[src/rtl/sdio_ram_pkg.sv]
// Shared constants for the SDIO buffer-RAM arbiter: default geometry, port IDs, byte enables.
package sdio_ram_pkg;

  localparam int AW_DEF       = 8;
  localparam int DW_DEF       = 18;
  localparam int MAX_LOCK_DEF = 16;

  typedef enum logic {
    PORT_A = 1'b0,
    PORT_B = 1'b1
  } port_e;

  localparam logic [1:0] BE_NONE = 2'b00;
  localparam logic [1:0] BE_LO   = 2'b01;
  localparam logic [1:0] BE_HI   = 2'b10;
  localparam logic [1:0] BE_ALL  = 2'b11;

  function automatic port_e other_port(input port_e p);
    return (p == PORT_A) ? PORT_B : PORT_A;
  endfunction

endpackage

[src/rtl/sdio_ram_rr_arb.sv]
// Two-way round-robin grant with a rotating priority pointer.
// With SDIO_RAM_ARB_LOCK_EN defined, an owner may lock the grant for up to MAX_LOCK cycles.
module sdio_ram_rr_arb
  import sdio_ram_pkg::*;
#(
  parameter int MAX_LOCK = MAX_LOCK_DEF
) (
  input  logic Clk,
  input  logic Rst,
  input  logic a_req,
  input  logic b_req,
`ifdef SDIO_RAM_ARB_LOCK_EN
  input  logic a_lock,
  input  logic b_lock,
`endif
  output logic a_gnt,
  output logic b_gnt
);

  port_e ptr_q, ptr_d;
  logic  a_rr, b_rr;

`ifdef SDIO_RAM_ARB_LOCK_EN
  localparam int CW = $clog2(MAX_LOCK + 1);
  logic [CW-1:0] cnt_q, cnt_d;
  port_e         owner_q, owner_d;
  logic          own_req, own_lock, oth_req, hold, forced;
  logic          gnt_lock;
  port_e         gnt_port;
`endif

  always_ff @(posedge Clk) begin
    if (Rst) begin
      ptr_q <= PORT_A;
`ifdef SDIO_RAM_ARB_LOCK_EN
      cnt_q   <= '0;
      owner_q <= PORT_A;
`endif
    end else begin
      ptr_q <= ptr_d;
`ifdef SDIO_RAM_ARB_LOCK_EN
      cnt_q   <= cnt_d;
      owner_q <= owner_d;
`endif
    end
  end

  // Grants are combinational so a requester is served in the cycle it asks.
  always_comb begin
    a_rr  = a_req && (!b_req || (ptr_q == PORT_A));
    b_rr  = b_req && !a_rr;
    a_gnt = a_rr;
    b_gnt = b_rr;
`ifdef SDIO_RAM_ARB_LOCK_EN
    own_req  = (owner_q == PORT_A) ? a_req  : b_req;
    own_lock = (owner_q == PORT_A) ? a_lock : b_lock;
    oth_req  = (owner_q == PORT_A) ? b_req  : a_req;
    forced   = (cnt_q == CW'(MAX_LOCK));
    hold     = (cnt_q != '0) && !forced && own_req && own_lock;
    if (hold || (forced && !oth_req)) begin
      a_gnt = (owner_q == PORT_A) && own_req;
      b_gnt = (owner_q == PORT_B) && own_req;
    end else if (forced) begin
      a_gnt = (owner_q == PORT_B);
      b_gnt = (owner_q == PORT_A);
    end
`endif
    if (Rst) begin
      a_gnt = 1'b0;
      b_gnt = 1'b0;
    end
  end

  always_comb begin
    ptr_d = ptr_q;
    if (a_gnt) begin
      ptr_d = PORT_B;
    end else if (b_gnt) begin
      ptr_d = PORT_A;
    end
`ifdef SDIO_RAM_ARB_LOCK_EN
    gnt_port = b_gnt ? PORT_B : PORT_A;
    gnt_lock = b_gnt ? b_lock : a_lock;
    owner_d  = (a_gnt || b_gnt) ? gnt_port : owner_q;
    cnt_d    = cnt_q;
    if (hold) begin
      ptr_d = ptr_q;
    end
    if (forced) begin
      cnt_d = '0;
    end else if (a_gnt || b_gnt) begin
      if (!gnt_lock) begin
        cnt_d = '0;
      end else if (gnt_port == owner_q) begin
        cnt_d = cnt_q + CW'(1);
      end else begin
        cnt_d = CW'(1);
      end
    end else if (!own_lock) begin
      cnt_d = '0;
    end
`endif
  end

endmodule

[src/rtl/sdio_ram_arbiter.sv]
// Buffer-RAM sequencer: muxes the granted port onto the RAM and returns read data one cycle later.
// Optional grant locking is enabled by defining SDIO_RAM_ARB_LOCK_EN.
module sdio_ram_arbiter
  import sdio_ram_pkg::*;
#(
  parameter int AW       = AW_DEF,
  parameter int DW       = DW_DEF,
  parameter int MAX_LOCK = MAX_LOCK_DEF
) (
  input  logic          Clk,
  input  logic          Rst,
  input  logic          a_req,
  input  logic          a_we,
  input  logic [1:0]    a_be,
  input  logic [AW-1:0] a_addr,
  input  logic [DW-1:0] a_wdata,
`ifdef SDIO_RAM_ARB_LOCK_EN
  input  logic          a_lock,
  input  logic          b_lock,
`endif
  output logic          a_gnt,
  output logic          a_rvalid,
  input  logic          b_req,
  input  logic          b_we,
  input  logic [1:0]    b_be,
  input  logic [AW-1:0] b_addr,
  input  logic [DW-1:0] b_wdata,
  output logic          b_gnt,
  output logic          b_rvalid,
  output logic [DW-1:0] rdata,
  output logic [AW-1:0] ram_wa,
  output logic [AW-1:0] ram_ra,
  output logic [DW-1:0] ram_wd,
  output logic [1:0]    ram_wen,
  output logic          ram_wd_sel,
  output logic          ram_rd_sel,
  input  logic [DW-1:0] ram_rd
);

  logic          gnt_any, sel_we;
  logic [1:0]    sel_be;
  logic [AW-1:0] sel_addr;
  logic          rd_issued_q, rd_issued_d;
  port_e         rd_owner_q, rd_owner_d;
  logic          rd_vld;

  sdio_ram_rr_arb #(
    .MAX_LOCK (MAX_LOCK)
  ) u_arb (
    .Clk    (Clk),
    .Rst    (Rst),
    .a_req  (a_req),
    .b_req  (b_req),
`ifdef SDIO_RAM_ARB_LOCK_EN
    .a_lock (a_lock),
    .b_lock (b_lock),
`endif
    .a_gnt  (a_gnt),
    .b_gnt  (b_gnt)
  );

  // Address and data simply follow the mux; only the strobes mark a real access.
  always_comb begin
    gnt_any     = a_gnt | b_gnt;
    sel_we      = b_gnt ? b_we   : a_we;
    sel_be      = b_gnt ? b_be   : a_be;
    sel_addr    = b_gnt ? b_addr : a_addr;
    ram_wa      = sel_addr;
    ram_ra      = sel_addr;
    ram_wd      = b_gnt ? b_wdata : a_wdata;
    ram_wd_sel  = gnt_any & sel_we;
    ram_wen     = ram_wd_sel ? sel_be : BE_NONE;
    rd_issued_d = gnt_any & ~sel_we;
    rd_owner_d  = b_gnt ? PORT_B : PORT_A;
  end

  always_ff @(posedge Clk) begin
    if (Rst) begin
      rd_issued_q <= 1'b0;
      rd_owner_q  <= PORT_A;
    end else begin
      rd_issued_q <= rd_issued_d;
      rd_owner_q  <= rd_owner_d;
    end
  end

  // A return still in flight when reset arrives is dropped immediately.
  always_comb begin
    rd_vld     = rd_issued_q & ~Rst;
    ram_rd_sel = rd_vld;
    a_rvalid   = rd_vld && (rd_owner_q == PORT_A);
    b_rvalid   = rd_vld && (rd_owner_q == PORT_B);
    rdata      = rd_vld ? ram_rd : '0;
  end

endmodule

[config.mk]
export PLATFORM = sky130hd
export DESIGN_NAME = sdio_ram_arbiter
export DESIGN_NICKNAME = d
export VERILOG_FILES = /design/src/rtl/sdio_ram_pkg.sv /design/src/rtl/sdio_ram_rr_arb.sv /design/src/rtl/sdio_ram_arbiter.sv
export SDC_FILE = /design/constraint.sdc
export NUM_CORES = 1
export LEC_CHECK = 0
export ABC_CLOCK_PERIOD_IN_PS = 2180
export CAP_MARGIN = 20
export CORE_MARGIN = 2
export CORE_UTILIZATION = 21
export CTS_CLUSTER_DIAMETER = 100
export CTS_CLUSTER_SIZE = 14
export DETAILED_ROUTE_END_ITERATION = 8
export PLACE_DENSITY_LB_ADDON = 0.12
export SLEW_MARGIN = 20
export SYNTH_ARGS = -nofsm -noshare
export SYNTH_HDL_FRONTEND = slang
export SYNTH_SLANG_ARGS = --single-unit
export TNS_END_PERCENT = 50
[constraint.sdc]
create_clock -name Clk -period 2.18 [get_ports Clk]
set_input_delay 0.436 -clock Clk [delete_from_list [all_inputs] [get_ports Clk]]
set_output_delay 0.436 -clock Clk [all_outputs]
set_load 0.02 [all_outputs]
# Yosys cells after proc, flatten, opt, wreduce, memory -nomap -nowiden
# Cells that the tools add are included.
# classes
n_addsub	0
multipliers	0
n_div	0
order_cmp	0
eq_ne	0
n_shift	0
muxes	11
bitwise_logic	8
n_reduce_logical	8
# ops
cell	count
18-bit 2-to-1 mux	2
8-bit 2-to-1 mux	1
1-bit 2-to-1 mux	6
1-bit logical AND	4
2-bit 2-to-1 mux	2
1-bit NOT	4
1-bit bitwise AND	3
1-bit logical NOT	2
2-bit nonzero test	1
1-bit logical OR	1
1-bit OR	1
# word_totals
reg_bits	3
latchBits	0
mem_bits_rw	0
rom_bits	0
inputBits	80
output_inout_bits	60
elab_cells	30
memories	0

# Logic depth before layout (Yosys ltp)
# Gate-level depths: netlist (run 1).
# logic_depth
word_depth	9
depth_mapped	5
mapped_depth_nobuf	3

# Modules after synthesis
# From an unflattened synthesis (run 1), not the netlist that was laid out.
# unflattened
cells_unflattened	83
hier_area_um2	698.2
# modules_own_cells
module	n_inst	cells_each	area_each_um2	seq_area_each_um2
sdio_ram_arbiter	1	76	636.9	40.0
sdio_ram_rr_arb	1	7	61.3	20.0

# Worst setup path after synthesis (run 1)
# OpenSTA, ideal clock, no wires.
# synth_timing
kind	input -> output
from	input a_req
to	output ram_wa[6]
arrival_ps	1528
required_ps	1744
setup_slack_ps	216
path_stages	5
path_cell_list	or2b_4 -> nand2_4 -> buf_6 -> mux2_4 -> buf_4
# synth_between
elab_chain_len	5
# synth_rtl
item	line	text
start, declared	sdio_ram_arbiter.sv:12	input logic a_req,
1-bit logical AND	sdio_ram_rr_arb.sv:50	a_rr = a_req && (!b_req || (ptr_q == PORT_A));
1-bit logical NOT	sdio_ram_rr_arb.sv:51	b_rr = b_req && !a_rr;
1-bit logical AND	sdio_ram_rr_arb.sv:51	
1-bit 2-to-1 mux	sdio_ram_rr_arb.sv:68	if (Rst) begin
8-bit 2-to-1 mux	sdio_ram_arbiter.sv:67	sel_addr = b_gnt ? b_addr : a_addr;
end, declared	sdio_ram_arbiter.sv:31	output logic [AW-1:0] ram_wa,
# Every way passes these cells.

# Worst setup path after layout (run 1)
# layout_timing
from	input a_req
to	output ram_wa[7]
# Same word-level chain as after synthesis.

==> results of run 1 <==
stage by stage:
step | area (um^2) | instances | setup slack [ns]
finish | 2200 | 276 | 0.03504
global route | 2200 | 276 | -0.0003961
CTS | 2186 | 276 | 0.04622
detailed placement | 2251 | 270 | -0.6224
global placement | 2251 | 270 | -0.5830
floorplan | 797.0 | 86 | 0.2158
metal layers:
layer	wire, um	GRT usage	up-vias
li1	-	-	568
met1	1147	0.1379	501
met2	1975	0.3304	83
met3	386	0.04452	2
met4	27	0.04688	0
met5	0	0	-
final timing paths:
| check | endpoint | slack [ns] | cells past startpoint |
|---|---|---|---|
| max | ram_wa[7] | 0.04 | 6 |
| min | u_arb.ptr_q | 0.62 | 3 |
| max reg2reg | rd_issued_q | 1.01 | 5 |
| min reg2reg | u_arb.ptr_q | 0.62 | 3 |
area by class of cell:
cell class | instances | area (um^2)
sequential | 3 | 60.06
clock buffer | 4 | 45.04
multi-input combinational | 68 | 668.1
timing repair buffer | 150 | 1355
tap | 48 | 60.06
inverter | 3 | 11.26
fill | 335 | 1461
power by group:
group / leakage (nW) / switching, mW / internal [mW]
clock network: 0.0228 / 0.0337 / 0.124
registers: 0.0248 / 0.00159 / 0.0588
logic: 0.980 / 0.177 / 0.261
total: 1.03 / 0.212 / 0.445
cell usage in the layout (no fill, tap or decap), types with 2 or more instances in the layout:
master           synthesis  final
nor2b_1                  6      4
dlygate4sd2_1            0      6
nand3_1                  2      2
nand2b_1                 3      3
clkbuf_8                 0      3
nor2b_2                  0      2
o21ai_0                  2      2
buf_12                   0      2
clkdlybuf4s15_2          0     12
clkdlybuf4s15_1          0      9
inv_1                    3      3
a21oi_1                  4      4
buf_4                    8      9
mux2_4                  18     18
clkdlybuf4s50_1          0     76
buf_2                    0     34
dfxtp_1                  3      3
mux2_2                   8      8
and2_1                  19     19
worst register-to-register path, cell delays in order, from the launching register on:
cell	delay, ns
dfxtp_1	0.31
buf_4	0.14
a21boi_1	0.30
buf_4	0.18
nand2b_1	0.05
a21oi_1	0.11
logic make-up (layout without fill, tap and decap cells):
| family | Yosys count | count (layout) |
|---|---|---|
| mux | 26 | 26 |
| flops | 3 | 3 |
| buf+inv | 15 | 157 |
| simple gates | 34 | 34 |
| compound gates | 8 | 8 |
timing repair:
action | in CTS | in global routing
gates resized for setup | 213 | 2
pin swaps | 1 | 0
gates cloned | 2 | 0
endpoints found under the hold margin | 0 | 0
setup endpoints to repair | 60 | 2
registers in the layout, summed over array words and instances, names as in the netlist:
register	count
rd_owner_q	1
u_arb.ptr_q	1
rd_issued_q	1
==> run_results.csv, run 1 <==
group,metric,value,unit
clocking,cts_hold_buffers,0,
synthesis,synthSimpleGateAreaFrac,0.2873,
sta,worst_pin_slew,0.3666,ns
critical_path,cp-start-kind,"input port",
die,core_area,0.003661,mm^2
synthesis,synth_top_family_by_area,"multiplexers",
synthesis,synthFlopType,"dfxtp_1",
layout,final_util,0.6008,
pwr,power_density,298.7,mW/mm^2
critical_path,crit_family,"buffers and inverters",
pwr,ir_drop,0.1240,mV
sta,finClkSkew,0.002836,ns
clocking,htreeDepth,1,
synthesis,syn_inst,86,
global_route,gr-total-overflow,0,
clocking,clockBufferDepth,2,
detailed_routing,drt-total-wl,3.537,mm
flow_run,drv_cap,0,
sta,holdWs,0.6232,ns
min_path,hp-class,"reg2reg",
detailed_routing,drt_iter0_drc,5,
synthesis,syn_avg_cell_area,9.268,um^2
sta,maxSlewViolCount,0,
pwr,p_total,0.6570,mW
synthesis,synth_seq_area_share,0.07535,
critical_path,path_max_fanout,8,
run_status,run_status,"completed",
synthesis,synth_fa_ha_area_frac,0,
global_route,grt_pass1_wl,5.292,mm
die,die_x,65.61,um
clocking,numCtsBuffers,3,
clocking,clock_latency,0.21,ns
layout,syn_to_final_growth,176.0,%
sta,setup-violations-final,0,
detailed_routing,drt-pass1-iter-count,2,
die,num_rows,22,
critical_path,arrival,1.71,ns
place,gp_congestion,0.7104,
layout,drive_above_1_share,0.4123,
sta,timing.fmax,466.2,MHz
synthesis,yosysMostFrequentCell,"and2_1",
synthesis,ys_async_sr_fraction,0,
critical_path,crit_path_end_kind,"output port",
critical_path,crit_start,"a_req",
min_path,worstHoldStart,"u_arb.ptr_q",
critical_path,slowest_stage,"mux2_2",
die,floorplan.initialDensity,0.2177,
critical_path,cp.buffers_inverters,3,
sta,fin_crit,2.145,ns
critical_path,critPathRequiredTime,1.74,ns
critical_path,worstPathCellList,"dlygate4sd2_1 > or2b_4 > nand2_8 > buf_12 > mux2_2 > buf_4",
synthesis,synth.largest_area_cell,"mux2_4",
sta,hold_violations,0,
pwr,p_leak,1.028,nW
synthesis,synth_common_cells,"19 x and2_1, 18 x mux2_4, 8 x buf_4, 8 x mux2_2, 6 x nor2b_1",
clocking,clkSinkCount,3,
sta,maxSlewHeadroom,0.7551,
synthesis,synth_edf_count,0,
synthesis,synth.area.top_cells,"mux2_4 34%, and2_1 15%, mux2_2 11%",
detailed_routing,routedWlPerCell,12.82,um
die,die_h,65.61,um
synthesis,synth_seq_cells,3,
critical_path,r2r_start,"u_arb.ptr_q",
detailed_routing,viasPerCell,4.181,
place,dp_hpwl,2.932,mm
layout,nNetsFinal,309,
clocking,root_buffer,"clkbuf_8",
global_route,grtUsageTotal,0.1563,
die,die_area,0.004304,mm^2
synthesis,synth_top_area_share,0.3391,
synthesis,ys.warnings.count,0,
synthesis,synth_compound_area_frac,0.05808,
detailed_routing,post-route-drc-count,0,
clocking,post_cts_buffers,0,
global_route,grt_max_degree,12,
synthesis,muxShareOfSynthArea,0.4521,
synthesis,yosysUniqueCellTypes,19,
global_route,grt_pass1_vias,1223,
synthesis,synth_nets,166,
layout,n_antenna_cell,0,
global_route,antenna_found_initial,0,
clocking,tritoncts,"yes",
sta,setup_tns,0,ns
synthesis,syn-cell-area,797.0,um^2
detailed_routing,vias,1154,
die,pin_count,140,
detailed_routing,detail-route-antenna-nets,0,
critical_path,slowest_delay,0.34,ns
synthesis,synthXorXnorAreaFrac,0,
place,portBuffers,139,
critical_path,path_class,"in2out",
clocking,clk_pin_slew_worst_paths,0.03,ns
sta,post-route-period-util,0.9839,
(Power assumes the default switching activity.)
==> run 2, diff against run 1 <==
Settings changed: CTS_BUF_LIST set to sky130_fd_sc_hd__clkbuf_2, MAX_ROUTING_LAYER set to met4.
==> run 2 against run 1 <==
Against the previous run:
- critical path depth is the same
- utilization down 0.96 points
- cell area is 1.6% lower
- critical path type unchanged
- highest routed layer unchanged
- total power down 13%
- worst setup slack worse by 0.00069 ns
- worst hold slack improved by 0.0013 ns
- global-route usage grew 0.16 points
- critical endpoint unchanged
==> run_results.csv, run 2 (same netlist as run 1, synthesis figures left out) <==
group,metric,value,unit
detailed_routing,vias,1146,
layout,layout_commonest_cell,"clkdlybuf4s50_1",
critical_path,r2r_start,"u_arb.ptr_q",
sta,maxSlewHeadroom,0.7779,
sta,setup-violations-final,0,
place,gp_congestion,0.7184,
layout,layout_common_cells,"76 x clkdlybuf4s50_1, 34 x buf_2, 19 x and2_1",
critical_path,slowest_stage,"mux2_2",
die,floorplan.initialDensity,0.2177,
die,die_h,65.61,um
clocking,htreeDepth,1,
pwr,pwr-share-comb,0.760,
detailed_routing,routedWlPerCell,12.61,um
layout,multi_input_area,665.6,um^2
die,die_area,0.004304,mm^2
clocking,numCtsBuffers,3,
place,portBuffers,139,
detailed_routing,drt-total-wl,3.469,mm
layout,final_area,0.002165,mm^2
clocking,clk_pin_slew_worst_paths,0.05,ns
critical_path,cp-start-kind,"input port",
critical_path,arrival,1.71,ns
sta,holdWs,0.6245,ns
die,core_area,0.003661,mm^2
critical_path,path_max_fanout,8,
die,num_rows,22,
detailed_routing,post-route-drc-count,0,
min_path,whs_endpoint,"u_arb.ptr_q",
critical_path,critPathRequiredTime,1.74,ns
clocking,tritoncts,"yes",
pwr,ir_drop,0.1160,mV
critical_path,worst-r2r-setup-slack,1.04,ns
sta,setup_tns,0,ns
layout,n_antenna_cell,0,
pwr,p_int,0.3672,mW
layout,regArea,60.06,um^2
place,dp_hpwl,2.932,mm
detailed_routing,drt_iter0_drc,17,
sta,worst_pin_slew,0.3325,ns
pwr,power_density,265.4,mW/mm^2
min_path,worstHoldStart,"u_arb.ptr_q",
clocking,clock_latency,0.20,ns
clocking,cts_hold_buffers,0,
sta,timing.fmax,466.1,MHz
global_route,grt_pass1_wl,5.181,mm
global_route,antenna_found_initial,0,
layout,nNetsFinal,308,
pwr,clock_power_share,0.135,
critical_path,worstPathCellList,"dlygate4sd2_1 > or2b_4 > nand2_8 > buf_12 > mux2_2 > buf_4",
die,pin_count,140,
critical_path,path_class,"in2out",
clocking,clockBufferDepth,2,
critical_path,ff2ff_path_depth,5,
layout,drive_above_1_share,0.4097,
layout,biggestRegsByFlops,"rd_issued_q: 1 flops, rd_owner_q: 1 flops, u_arb.ptr_q: 1 flops",
critical_path,slowest_delay,0.34,ns
detailed_routing,viasPerCell,4.167,
critical_path,regToRegEndpoint,"rd_issued_q",
global_route,grt_max_degree,22,
detailed_routing,drt-pass1-iter-count,3,
sta,finClkSkew,0.004614,ns
die,die_x,65.61,um
min_path,hp-class,"reg2reg",
sta,maxSlewViolCount,0,
clocking,root_buffer,"clkbuf_2",
layout,syn_to_final_growth,171.6,%
critical_path,crit_path_end_kind,"output port",
global_route,grtUsageTotal,0.1579,
pwr,power_frac_seq,0.105,
pwr,p_switching,0.2073,mW
place,placed_area,0.002251,mm^2
sta,hold_violations,0,
sta,fin_crit,2.146,ns
global_route,gr-total-overflow,0,
pwr,p_leak,1.016,nW
detailed_routing,detail-route-antenna-nets,0,
global_route,grt_pass1_vias,1198,
run_status,run_status,"completed",
flow_run,drv_cap,0,
clocking,clkSinkCount,3,
min_path,min_path_cells,3,
sta,post-route-period-util,0.9842,
layout,fill_cells,338,
pwr,swShare,0.3609,
run 2: worst max-delay path: cells and delay by family:
family / cells / cell delay, ns
buffers and inverters: 3 / 0.52
multiplexers: 1 / 0.34
AND/OR/NAND/NOR: 2 / 0.40
run 2: routing by layer:
layer	GRT usage	vias to the layer above	share of wire
met4	0.05469	0	0.0075
met5	-	-	0
met1	0.1420	495	0.33
li1	-	566	-
met3	0.03253	2	0.10
met2	0.3214	83	0.56
run 2: how the worst max path moves through the flow:
stage / start / end / slack, ns / cells after the start
after global routing: a_req / ram_wa[7] / -0.0001 / 6
after detailed placement: a_req / ram_wd[1] / -0.62 / 6
after floorplan: a_req / ram_wa[6] / 0.22 / 5
after CTS: a_req / ram_wa[7] / 0.05 / 6
final: a_req / ram_wa[7] / 0.03 / 6
after global placement: a_req / ram_wd[7] / -0.58 / 6
run 2: stage by stage:
stage	std cells	utilization	setup WS (ns)	total power, mW
6_report	275	0.5913	0.03435	0.5745
5_1_grt	275	0.5913	-0.0001276	0.6113
4_1_cts	275	0.5875	0.04622	0.5791
3_5_place_dp	270	0.6148	-0.6224	0.5395
3_3_place_gp	270	0.6148	-0.5830	0.5330
2_1_floorplan	86	-	0.2158	0.2670
run 2: power groups by stage:
stage	logic [mW]	registers [mW]	clock network (mW)
after global placement	0.472	0.0608	0
final	0.437	0.0601	0.0778
after detailed placement	0.479	0.0608	0
after CTS	0.436	0.0600	0.0833
after global routing	0.462	0.0604	0.0888
after floorplan	0.206	0.0609	0
run 2: area by class of cell:
type,instances,share of cell area
clock buffers,4,0.009249
inverters,3,0.005202
multi-input cells,68,0.3075
flip-flops and latches,3,0.02775
well taps,48,0.02775
repair buffers,149,0.6225
run 2: timing repair:
item | 4_1_cts | 5_1_grt
pin swaps | 1 | 0
gates resized for setup | 211 | 2
endpoints found under the setup margin | 60 | 2
gates cloned | 1 | 0
setup buffers | 0 | 0
endpoints found under the hold margin | 0 | 0
